===== config.mk =====
export PLATFORM = sky130hd
export DESIGN_NAME = conv_encoder
export DESIGN_NICKNAME = d
export VERILOG_FILES = /design/src/rtl/conv_encoder_pkg.sv /design/src/rtl/conv_parity.sv /design/src/rtl/conv_encoder.sv
export SDC_FILE = /design/constraint.sdc
export NUM_CORES = 1
export LEC_CHECK = 0
export CAP_MARGIN = 20
export CORE_ASPECT_RATIO = 2
export CORE_MARGIN = 2
export CORE_UTILIZATION = 60
export CTS_CLUSTER_SIZE = 8
export DETAILED_ROUTE_END_ITERATION = 10
export PLACE_DENSITY = 0.83
export SLEW_MARGIN = 20
export SYNTH_ARGS = -nofsm -noshare
export SYNTH_HDL_FRONTEND = slang
export SYNTH_SLANG_ARGS = --single-unit

===== constraint.sdc =====
create_clock -name clk -period 3.62 [get_ports clk]
set_input_delay 0.543 -clock clk [delete_from_list [all_inputs] [get_ports clk]]
set_output_delay 0.543 -clock clk [all_outputs]
set_load 0.05 [all_outputs]

===== src/rtl/conv_encoder_pkg.sv =====
// Shared definitions for the radix-4 convolutional encoder and its decoder-side users.
package conv_encoder_pkg;

  localparam int unsigned SLICED_INPUT_NUM = 6;
  localparam int unsigned RADIX            = 4;
  localparam int unsigned MAX_STATE_NUM    = 256;

  localparam int unsigned DEPTH_W    = 4;
  localparam int unsigned TAIL_CNT_W = 3;
  localparam int unsigned CFG_ADDR_W = 3;

  localparam logic [CFG_ADDR_W-1:0] CFG_DEPTH_ADDR = 3'd6;
  localparam logic [DEPTH_W-1:0]    DEPTH_RESET    = 4'd2;

  typedef enum logic [1:0] {
    IDLE   = 2'd0,
    ENCODE = 2'd1,
    FLUSH  = 2'd2
  } enc_state_t;

  // Only even memory depths from 2 to 8 describe a whole number of radix-4 steps.
  function automatic logic depth_legal(input logic [DEPTH_W-1:0] m);
    return (m == 4'd2) || (m == 4'd4) || (m == 4'd6) || (m == 4'd8);
  endfunction

endpackage


===== src/rtl/conv_parity.sv =====
// Combinational parity bank: one coded bit per generator over the masked window.
module conv_parity #(
  parameter int unsigned SYM_W = 6,
  parameter int unsigned WIN_W = 10
) (
  input  logic [WIN_W-1:0]            window,
  input  logic [SYM_W-1:0][WIN_W-1:0] poly,
  output logic [SYM_W-1:0]            sym
);

  always_comb begin
    sym = '0;
    for (int j = 0; j < SYM_W; j++) begin
      sym[j] = ^(window & poly[j]);
    end
  end

endmodule


===== src/rtl/conv_encoder.sv =====
// Radix-4 convolutional encoder with runtime depth/generators and zero-tail termination.
module conv_encoder
  import conv_encoder_pkg::*;
#(
  parameter int unsigned SYM_W = SLICED_INPUT_NUM,
  parameter int unsigned IN_W  = $clog2(RADIX),
  parameter int unsigned ST_W  = $clog2(MAX_STATE_NUM)
) (
  input  logic                   clk,
  input  logic                   rst,
  input  logic                   en_enc,
  input  logic                   i_cfg_we,
  input  logic [CFG_ADDR_W-1:0]  i_cfg_addr,
  input  logic [IN_W+ST_W-1:0]   i_cfg_data,
  input  logic                   i_valid,
  input  logic [IN_W-1:0]        i_data,
  input  logic                   i_last,
  output logic                   o_ready,
  output logic                   o_valid,
  output logic [SYM_W-1:0]       o_sym,
  output logic                   o_last,
  input  logic                   i_ready,
  output logic [ST_W-1:0]        o_state,
  output logic                   o_busy
);

  localparam int unsigned WIN_W = IN_W + ST_W;

  enc_state_t              fsm_q, fsm_d;
  logic [ST_W-1:0]         state_q;
  logic [DEPTH_W-1:0]      depth_q;
  logic [WIN_W-1:0]        poly_q [SYM_W];
  logic [TAIL_CNT_W-1:0]   tail_q, tail_d;

  logic                    out_free;
  logic                    fire;
  logic                    tail_step;
  logic                    step;
  logic                    last_d;
  logic                    flush_done;
  logic                    cfg_open;
  logic [IN_W-1:0]         step_in;
  logic [ST_W-1:0]         mask;
  logic [ST_W-1:0]         next_state;
  logic [SYM_W-1:0][WIN_W-1:0] poly_m;
  logic [SYM_W-1:0]        sym;

  // Handshake: the single output register may load when empty or being drained.
  assign out_free  = !o_valid || i_ready;
  assign o_ready   = rst && en_enc && ((fsm_q == IDLE) || (fsm_q == ENCODE)) && out_free;
  assign fire      = i_valid && o_ready;
  assign tail_step = en_enc && (fsm_q == FLUSH) && out_free;
  assign step      = fire || tail_step;
  assign step_in   = (fsm_q == FLUSH) ? '0 : i_data;
  assign cfg_open  = i_cfg_we && en_enc && (fsm_q == IDLE);

  always_comb begin
    mask = '0;
    for (int b = 0; b < ST_W; b++) begin
      mask[b] = (DEPTH_W'(b) < depth_q);
    end
  end

  always_comb begin
    for (int j = 0; j < SYM_W; j++) begin
      poly_m[j] = poly_q[j] & {{IN_W{1'b1}}, mask};
    end
  end

  assign next_state = ((state_q << IN_W) | ST_W'(step_in)) & mask;

  conv_parity #(
    .SYM_W (SYM_W),
    .WIN_W (WIN_W)
  ) u_parity (
    .window ({step_in, state_q}),
    .poly   (poly_m),
    .sym    (sym)
  );

  // Frame sequencing and tail count.
  always_comb begin
    fsm_d      = fsm_q;
    tail_d     = tail_q;
    last_d     = 1'b0;
    flush_done = 1'b0;
    case (fsm_q)
      IDLE, ENCODE: begin
        if (fire) begin
          fsm_d = ENCODE;
          if (i_last) begin
            fsm_d  = FLUSH;
            tail_d = TAIL_CNT_W'(depth_q >> 1);
          end
        end
      end
      FLUSH: begin
        if (tail_step) begin
          tail_d = tail_q - TAIL_CNT_W'(1);
          if (tail_q == TAIL_CNT_W'(1)) begin
            last_d     = 1'b1;
            flush_done = 1'b1;
            fsm_d      = IDLE;
          end
        end
      end
      default: fsm_d = IDLE;
    endcase
  end

  always_ff @(posedge clk or negedge rst) begin
    if (!rst) begin
      fsm_q  <= IDLE;
      tail_q <= '0;
    end else begin
      fsm_q  <= fsm_d;
      tail_q <= tail_d;
    end
  end

  // Shift register and output stage advance together, so o_state tracks o_sym.
  always_ff @(posedge clk or negedge rst) begin
    if (!rst) begin
      state_q <= '0;
      o_valid <= 1'b0;
      o_sym   <= '0;
      o_last  <= 1'b0;
    end else begin
      if (step) begin
        state_q <= flush_done ? '0 : next_state;
        o_valid <= 1'b1;
        o_sym   <= sym;
        o_last  <= last_d;
      end else if (i_ready) begin
        o_valid <= 1'b0;
      end
    end
  end

  always_ff @(posedge clk or negedge rst) begin
    if (!rst) begin
      depth_q <= DEPTH_RESET;
      for (int j = 0; j < SYM_W; j++) begin
        poly_q[j] <= '0;
      end
    end else if (cfg_open) begin
      for (int j = 0; j < SYM_W; j++) begin
        if (i_cfg_addr == CFG_ADDR_W'(j)) begin
          poly_q[j] <= i_cfg_data;
        end
      end
      if (i_cfg_addr == CFG_DEPTH_ADDR && depth_legal(i_cfg_data[DEPTH_W-1:0])) begin
        depth_q <= i_cfg_data[DEPTH_W-1:0];
      end
    end
  end

  assign o_state = state_q;
  assign o_busy  = (fsm_q != IDLE);

endmodule


==> results.txt, run 1 <==
First-pass GRT wire length: 15,900 µm
Pleak: 2.29 nW
Routed vias: 3,027
Max-cap violation count: 0
Post-synth EDFFs: 0
Worst-Margin Slew: 0.755 ns
CP Launch Type: primary input
CTS max path bufs: 2
Post-Synthesis Cells: 379
WS Path Type: primary input to output port
Top-count cell post-synth: dfrtp_1
Peak supply drop: 0.605 mV
Hold Crit Class: primary input to async pin
Worst Skew: 0.00600 ns
Top Ports: 40
DRT Pass-1 Iters: 4
Final ANT Viol Nets: 0
Final hold violations: 0
Post-synthesis register bit count: 85
Initial Util: 61.0%
Die width: 64.3 µm
CP Capture Type: output port
Post-DP HPWL: 6670 µm
Core Rows: 44
Status: complete, no violations
Synth top area share: 48.1%
WL/cell: 18.9 µm
Setup Buffers After CTS: 0
Final Net Count: 443
Share of cells above drive strength 1: 22.2%
Synth area leader: dfrtp_1
Fmax: 363 MHz
DRT Wirelength: 9770 µm
Full die area: 8020 µm²
GP Congestion: 0.828
Residual DRC count: 0
Clk Latency, worst-skew pair: 0.34 ns
Initial antenna violation count: 0
Commonest cells post-synth: dfrtp_1, nand2_1, mux2_2, xor2_1, nand3_1
Vias in the first global route: 3,134
Unrepaired setup endpoints after global routing: no
CTS tree: done
Dominant cells by area after synthesis: dfrtp_1, mux2_2, xnor3_1
Total chip power: 4.50 mW
Ys Warns: 0
Area delta synth->final: 17.8%
Initial DRC count: 221
Critical Path AT: 2.21 ns
Congestion Overflow GR: 0
Largest net degree at the start of global routing: 86
Hold_buf cts: 0
Worst-path clk slew: 0.06 ns
Ys flop type: dfrtp_1
Final setup TNS: 0 ns
Total track usage: 26.3%
Syn_nets: 403
Sequential share of the synthesized area: 48.7%
Die height: 125 µm
Total CTS buffers: 9
Relative slew slack: 49.6%
Pins Over Slew Limit: 0
Synth Cell Area: 4370 µm²
Core footprint: 7160 µm²
IO buf count: 39
Netlist cell types: 43
Fin crit share: 76.0%
Mean post-synth cell area: 11.5 µm²
Clock sink count: 85
Via density per instance: 5.87
Final setup fails: 0
Critical Path Fanout Max: 3
Ys async rst share: 100%
Minimum clock period after layout: 2.75 ns
Root Driver: clkbuf_16
H-tree level count: 3
Worst EP required: 3.08 ns
Total power divided by cell area: 874 nW/µm²
# diodes: 0
CTS resizes: 0
[cells in the final DEF, fill, tap and decap left out, types with 4 or more instances in the layout]
master,n
dfrtp_1,84
nand2_1,68
mux2_2,66
clkdlybuf4s50_1,38
xor2_1,19
nand3_1,16
o21ai_0,13
xnor2_1,13
xnor3_1,12
nor2_1,10
clkbuf_16,9
a21oi_1,7
buf_4,7
a22oi_1,6
o31ai_1,5
inv_1,4
nand2b_1,4
[sequential cells by signal (all words and copies together), names as in the netlist]
signal,count
o_sym,6
o_state,8
o_last,1
fsm_q,2
poly_q,60
tail_q,3
o_valid,1
depth_q,4
[per-layer routing]
layer	vias up	global-route usage, %	share of wire [%]
li1	1391	-	-
met1	1531	32.1	37
met2	84	44.9	55
met3	21	4.97	4.1
met4	0	10.9	3.3
met5	-	0	0
[cell families after synthesis]
kind of cell / after synthesis / synth area share [%]
xor gates and xnor gates: 44 / 12.6
AOI/OAI and AO/OA: 42 / 6.30
and+or+nand+nor: 119 / 12.5
buffers and inverters: 21 / 2.23
muxes: 66 / 17.0
adders and majority gates: 2 / 0.573
DFF: 85 / 48.7
[area by class of cell]
| cell class | count | area, µm² |
|---|---|---|
| Clock inverter | 7 | 75.1 |
| Sequential cell | 85 | 2130 |
| Clock buffer | 9 | 225 |
| Tap cell | 92 | 115 |
| Multi-Input combinational cell | 273 | 2140 |
| Timing Repair Buffer | 46 | 444 |
| Fill cell | 479 | 2010 |
| Inverter | 4 | 15.0 |
[critical path: stages]
cell	delay (ns)
clkdlybuf4s50_1	0.44
nand2b_1	0.13
and4_1	0.26
clkdlybuf4s50_1	0.82
[where the power goes]
part | switching, mW | internal (mW) | total, mW
logic | 0.943 | 0.970 | 1.91
registers | 0.309 | 1.36 | 1.67
clock network | 0.376 | 0.536 | 0.912
[per-stage QoR]
step | hold WS (ns) | utilization [%] | setup WS, ns | instances | instance area [µm²]
6_report | 0.350 | 71.9 | 0.868 | 516 | 5140
5_1_grt | 0.432 | 71.9 | 0.829 | 516 | 5140
4_1_cts | 0.484 | 71.8 | 0.881 | 516 | 5140
3_5_place_dp | 0.471 | 67.6 | 0.883 | 500 | 4840
3_3_place_gp | 0.460 | 67.6 | 0.909 | 500 | 4840
2_1_floorplan | 0.247 | - | 1.30 | 379 | 4370
[worst paths after layout]
path	cells after the start	slack, ns	start	endpoint
min reg2reg	2	0.48	tail_q[1]	tail_q[1]
max	4	0.87	i_ready	o_ready
max reg2reg	6	1.05	depth_q[3]	o_sym[5]
max in group asynchronous	2	2.75	rst	poly_q[56]
min in group clk	2	0.48	tail_q[1]	tail_q[1]
min	2	0.35	rst	o_valid
Power figures use the tool's default switching activity.
==> run 2, diff against run 1 <==
--- a/config.mk
+++ b/config.mk
@@ -8,10 +8,10 @@
 export CAP_MARGIN = 20
 export CORE_ASPECT_RATIO = 2
 export CORE_MARGIN = 2
-export CORE_UTILIZATION = 60
+export CORE_UTILIZATION = 58
 export CTS_CLUSTER_SIZE = 8
 export DETAILED_ROUTE_END_ITERATION = 10
-export PLACE_DENSITY = 0.83
+export PLACE_DENSITY = 0.8
 export SLEW_MARGIN = 20
 export SYNTH_ARGS = -nofsm -noshare
 export SYNTH_HDL_FRONTEND = slang
==> constraint.sdc (replaced) <==
create_clock -name clk -period 2.8 [get_ports clk]
set_input_delay 0.42 -clock clk [delete_from_list [all_inputs] [get_ports clk]]
set_output_delay 0.42 -clock clk [all_outputs]
set_load 0.05 [all_outputs]
==> run 2 against run 1 <==
  * Worst setup slack got worse by 0.51 ns
  * Via count fell by 0.30%
  * Sequential power rose by 30%
  * Register-to-register slack got worse by 0.69 ns
  * Hold slack got worse by 0.11 ns
  * Total power rose by 30%
  * Critical endpoint is now o_sym[2]
  * Highest routed layer unchanged
==> results.txt, run 2 (synthesis results as in run 1) <==
Residual DRC count: 0 (unchanged)
Layout fillers: 540 (+13%)
Area of the multi-input gates: 2140 µm² (unchanged)
GP Congestion: 0.903 (+9.0%)
CTS max path bufs: 2 (unchanged)
Final Net Count: 444 (+0.23%)
DRT Wirelength: 9670 µm (-1.1%)
Post-DP HPWL: 6860 µm (+2.8%)
Most common cell after layout, fill and taps aside: dfrtp_1
Vias in the first global route: 3,180 (+1.5%)
Worst hold slack: 0.240 ns (-0.110 ns)
# diodes: 0 (unchanged)
CTS tree: done
Post-route insts no fill: 517 (+0.19%)
Total power divided by cell area: 1130 nW/µm² (+29%)
Total CTS buffers: 9 (unchanged)
Full die area: 8280 µm² (+3.3%)
CP Launch Type: flop
Pleak: 2.31 nW (+0.78%)
RR Startpoint: depth_q[1]
Clock sink count: 85 (unchanged)
Critical Path AT: 2.67 ns (+0.46 ns)
Worst Skew: 0.00533 ns (-0.000670 ns)
Status: complete, no violations
Hold Crit Class: primary input to async pin
Pins Over Slew Limit: 0 (unchanged)
Dpl ws: 0.362 ns (-0.520 ns)
Final setup fails: 0 (unchanged)
Worst-path clk slew: 0.06 ns (about the same)
H-tree level count: 3 (unchanged)
Final hold violations: 0 (unchanged)
Routed vias: 3,018 (-0.30%)
Hold_buf cts: 0 (unchanged)
Final setup TNS: 0 ns (unchanged)
Max-cap violation count: 0 (unchanged)
Total track usage: 25.9% (-0.38 points)
Max FFs per register: 60 (unchanged)
FF-to-FF End: o_sym[2]
Fin crit share: 87.1%
WS Path Type: flop to flop
Minimum clock period after layout: 2.44 ns
Reg2reg setup slack: 0.36 ns (-0.69 ns)
Reg area: 2130 µm² (unchanged)
CTS resizes: 0 (unchanged)
Unrepaired setup endpoints after global routing: no
Core footprint: 7270 µm² (+1.5%)
Core Rows: 44 (unchanged)
Relative slew slack: 49.5% (-0.17 points)
Die width: 65.4 µm (+1.6%)
Worst-Margin Slew: 0.758 ns (+0.00253 ns)
Final WS setup: 0.361 ns (-0.507 ns)
Initial Util: 60.1% (-0.92 points)
Fmax: 410 MHz
Biggest register: poly_q
IO buf count: 39 (unchanged)
Initial DRC count: 260 (+18%)
Commonest cells after routing, fill and taps aside: dfrtp_1, nand2_1, mux2_2
CP Capture Type: flop
Congestion Overflow GR: 0 (unchanged)
Placed insts: 501 (+0.20%)
Die height: 127 µm (+1.7%)
Via density per instance: 5.84 (-0.49%)
Share of cells above drive strength 1: 21.9% (-0.29 points)
Top Ports: 40 (unchanged)
Setup Buffers After CTS: 0 (unchanged)
DRT Pass-1 Iters: 4 (unchanged)
Area delta synth->final: 18.4%
Worst Reg-to-Reg Cells: 6 (unchanged)
Peak supply drop: 0.619 mV (+2.3%)
Final ANT Viol Nets: 0 (unchanged)
Initial antenna violation count: 0 (unchanged)
WL/cell: 18.7 µm (-1.3%)
Clk Latency, worst-skew pair: 0.34 ns (about the same)
Critical Path Fanout Max: 12 (+9)
Worst EP required: 3.03 ns (-0.05 ns)
Root Driver: clkbuf_16
Largest net degree at the start of global routing: 86 (unchanged)
First-pass GRT wire length: 15,800 µm (-0.13%)
==> run 2: cell count changes in the layout (fill, tap and decap cells not counted), sizes merged <==
| cell | change |
|---|---|
| inv | -1 |
| clkdlybuf4s50 | -1 |
| clkinv | -1 |
| clkinvlp | -2 |
| buf | +2 |
| clkbuf | +3 |
| bufinv | +1 |
==> run 2: power breakdown <==
group | switching, mW | total [mW] | internal [mW]
clock network | 0.468 | 1.25 | 0.780
registers | 0.405 | 2.17 | 1.77
logic | 1.17 | 2.43 | 1.26
total | 2.05 | 5.85 | 3.80
==> run 2: critical path: stages, from the launching register on <==
cell and delay [ns]:
dfstp_2 0.67, a31oi_1 0.12, nor2b_1 0.42, nand2_1 0.14, xnor2_1 0.34, xnor3_1 0.37, mux2_2 0.26
==> run 2: metal layers <==
layer / up-vias / global-route usage [%] / wire, µm
met3: 29 / 4.08 / 393
met4: 0 / 13.6 / 372
li1: 1395 / - / -
met2: 106 / 45.5 / 5290
met5: - / 0 / 0
met1: 1488 / 29.5 / 3610
==> run 2: cell type report <==
class	count	area share, %
multi-input cells	273	41.4
flip-flops and latches	85	41.2
repair buffers	47	8.93
clock buffers	12	4.57
well taps	92	2.23
clock inverters	4	1.40
inverters	4	0.290
==> run 2: worst max-delay path by stage <==
stage	startpoint	endpoint	slack, ns	depth (start not counted)
global route	depth_q[1]	o_sym[2]	0.26	6
CTS	depth_q[1]	o_sym[2]	0.32	6
detailed placement	i_data[1]	o_sym[3]	0.36	7
finish	depth_q[1]	o_sym[2]	0.36	6
global placement	depth_q[1]	o_sym[2]	0.40	6
floorplan	o_valid	o_sym[0]	0.48	6
==> run 2: stage by stage <==
step / util (%) / instance area (µm²) / power (mW)
after detailed placement: 66.9 / 4860 / 4.62
after CTS: 71.1 / 5170 / 5.87
after floorplan: - / 4370 / 3.92
after global routing: 71.2 / 5170 / 6.16
final: 71.2 / 5170 / 5.85
after global placement: 66.9 / 4860 / 4.53
==> run 3, diff against run 2 <==
--- a/config.mk
+++ b/config.mk
@@ -12,7 +12,9 @@
 export CTS_CLUSTER_SIZE = 8
 export DETAILED_ROUTE_END_ITERATION = 10
 export PLACE_DENSITY = 0.8
+export SETUP_SLACK_MARGIN = 0.4
 export SLEW_MARGIN = 20
 export SYNTH_ARGS = -nofsm -noshare
 export SYNTH_HDL_FRONTEND = slang
 export SYNTH_SLANG_ARGS = --single-unit
+export TNS_END_PERCENT = 20
==> run 3 against run 2 <==
  * Clock power hardly changed
  * Via count is 0.83% lower
  * Clock skew hardly changed
==> results.txt, run 3 (synthesis results as in run 1) <==
First-pass GRT wire length: 15,900 µm (about the same)
Biggest register: poly_q
Full die area: 8280 µm² (unchanged)
Final Net Count: 446 (+0.45%)
# diodes: 0 (unchanged)
Crit path from: depth_q[1]
Most common cell after layout, fill and taps aside: dfrtp_1
Top delay family on crit path: XOR/XNOR gates
Final setup TNS: 0 ns (unchanged)
Die height: 127 µm (unchanged)
Final hold violations: 0 (unchanged)
Worst EP required: 3.02 ns (about the same)
Critical-path top delay cell: dfstp_2
FF-to-FF End: o_sym[1]
Fmax: 428 MHz (+4.3%)
Worst-path clk slew: 0.06 ns (about the same)
DRT Wirelength: 9710 µm (+0.51%)
RR Startpoint: depth_q[1]
Top Ports: 40 (unchanged)
H-tree level count: 3 (unchanged)
Critical Path Fanout Max: 12 (unchanged)
Fin crit share: 83.5% (-3.6 points)
Max-cap violation count: 0 (unchanged)
Hold Crit Class: primary input to async pin
Total CTS buffers: 9 (unchanged)
Root Driver: clkbuf_16
Residual DRC count: 0 (unchanged)
WS Path Type: flop to flop
Peak supply drop: 0.619 mV (about the same)
IO buf count: 39 (unchanged)
Die width: 65.4 µm (unchanged)
Max FFs per register: 60 (unchanged)
Post-DP HPWL: 6860 µm (unchanged)
Worst-Margin Slew: 0.762 ns (+0.00455 ns)
Placed insts: 501 (unchanged)
Layout fillers: 537 (-0.56%)
CTS tree: done
Worst Reg-to-Reg Cells: 6 (unchanged)
Clock sink count: 85 (unchanged)
Commonest cells after routing, fill and taps aside: dfrtp_1, nand2_1, mux2_2
Pleak: 2.32 nW (+0.37%)
CP Capture Type: flop
Reg area: 2130 µm² (about the same)
Pins Over Slew Limit: 0 (unchanged)
Vias in the first global route: 3,182 (+0.063%)
WP buf/inv: 0 (unchanged)
Critical Path AT: 2.56 ns (-0.11 ns)
DRT Pass-1 Iters: 5 (+1)
Unrepaired setup endpoints after global routing: yes
Minimum clock period after layout: 2.34 ns (-0.0999 ns)
GP Congestion: 0.903 (unchanged)
Core Rows: 44 (unchanged)
Total power divided by cell area: 1130 nW/µm² (-0.36%)
Post-route insts no fill: 519 (+0.39%)
Via density per instance: 5.77 (-1.2%)
CP Launch Type: flop
Routed vias: 2,993 (-0.83%)
Status: complete, no violations
Worst hold slack: 0.251 ns (+0.0102 ns)
CTS max path bufs: 2 (unchanged)
Relative slew slack: 49.2% (-0.30 points)
CP Capture Point: o_sym[1]
CP max stage delay: 0.67 ns (about the same)
Area of the multi-input gates: 2150 µm² (+0.23%)
Initial Util: 60.1% (unchanged)
Area delta synth->final: 18.9%
Final setup fails: 0 (unchanged)
Initial DRC count: 240 (-7.7%)
Total track usage: 25.9% (about the same)
Congestion Overflow GR: 0 (unchanged)
Largest net degree at the start of global routing: 86 (unchanged)
CP dominant cell by count: xnor3_1
Core footprint: 7270 µm² (unchanged)
Cells along the critical path: a211o_1 -> nand3_1 -> xnor2_1 -> xnor3_1 -> xnor3_1 -> mux2_2
Clk Latency, worst-skew pair: 0.34 ns (about the same)
Final ANT Viol Nets: 0 (unchanged)
Initial antenna violation count: 0 (unchanged)
Share of cells above drive strength 1: 23.0% (+1.1 points)
Reg2reg setup slack: 0.46 ns (+0.10 ns)
WL/cell: 18.7 µm (+0.12%)
Worst path depth: 6 (unchanged)
Worst Skew: 0.00525 ns (-0.0000850 ns)
[run 3: what timing repair did]
action | in CTS | in global routing
resized for setup | 2 | 1
pin swaps | 0 | 1
hold buffers | 0 | 0
setup buffers | 0 | 2
setup endpoints to repair | 1 | 5
[run 3: power by group]
group,leakage (nW),total [mW],internal (mW),switching [mW]
combinational,1.10,2.44,1.26,1.18
sequential,1.07,2.17,1.77,0.408
clock,0.147,1.24,0.780,0.462
total,2.32,5.85,3.81,2.05
[run 3: how the worst min path moves through the flow]
| stage | from | to | slack (ns) | depth (start not counted) |
|---|---|---|---|---|
| floorplan | rst | depth_q[0] | 0.12 | 0 |
| global placement | tail_q[1] | tail_q[1] | 0.47 | 2 |
| detailed placement | o_last | o_last | 0.47 | 1 |
| CTS | rst | depth_q[3] | 0.42 | 2 |
| global route | rst | poly_q[30] | 0.31 | 2 |
| finish | rst | fsm_q[0] | 0.25 | 2 |
[run 3: layout make-up]
cell class,count,area share [%]
Clock buffer,12,4.55
Clock inverter,4,1.40
Inverter,4,0.289
Multi-Input combinational cell,273,41.3
Sequential cell,85,41.0
Tap cell,92,2.22
Timing Repair Buffer,49,9.18
[run 3: metal layers]
| metal | global-route usage, % | part of all wire (%) | vias to the layer above |
|---|---|---|---|
| li1 | - | - | 1396 |
| met1 | 29.5 | 38 | 1470 |
| met2 | 45.5 | 55 | 100 |
| met3 | 4.08 | 4.2 | 27 |
| met4 | 13.6 | 3.7 | 0 |
| met5 | 0 | 0 | - |
[run 3: worst reg2reg max path, cell delays in order, from the launching register on]
cell     delay, ns
dfstp_2       0.67
a211o_1       0.29
nand3_1       0.13
xnor2_1       0.21
xnor3_1       0.47
xnor3_1       0.19
mux2_2        0.27
[run 3: stage by stage]
step | cell area, µm² | util (%) | power (mW) | worst slack [ns]
6_report | 5190 | 71.5 | 5.85 | 0.461
5_1_grt | 5190 | 71.5 | 6.17 | 0.371
4_1_cts | 5170 | 71.2 | 5.87 | 0.447
3_5_place_dp | 4860 | 66.9 | 4.62 | 0.362
3_3_place_gp | 4860 | 66.9 | 4.53 | 0.400
2_1_floorplan | 4370 | - | 3.92 | 0.476
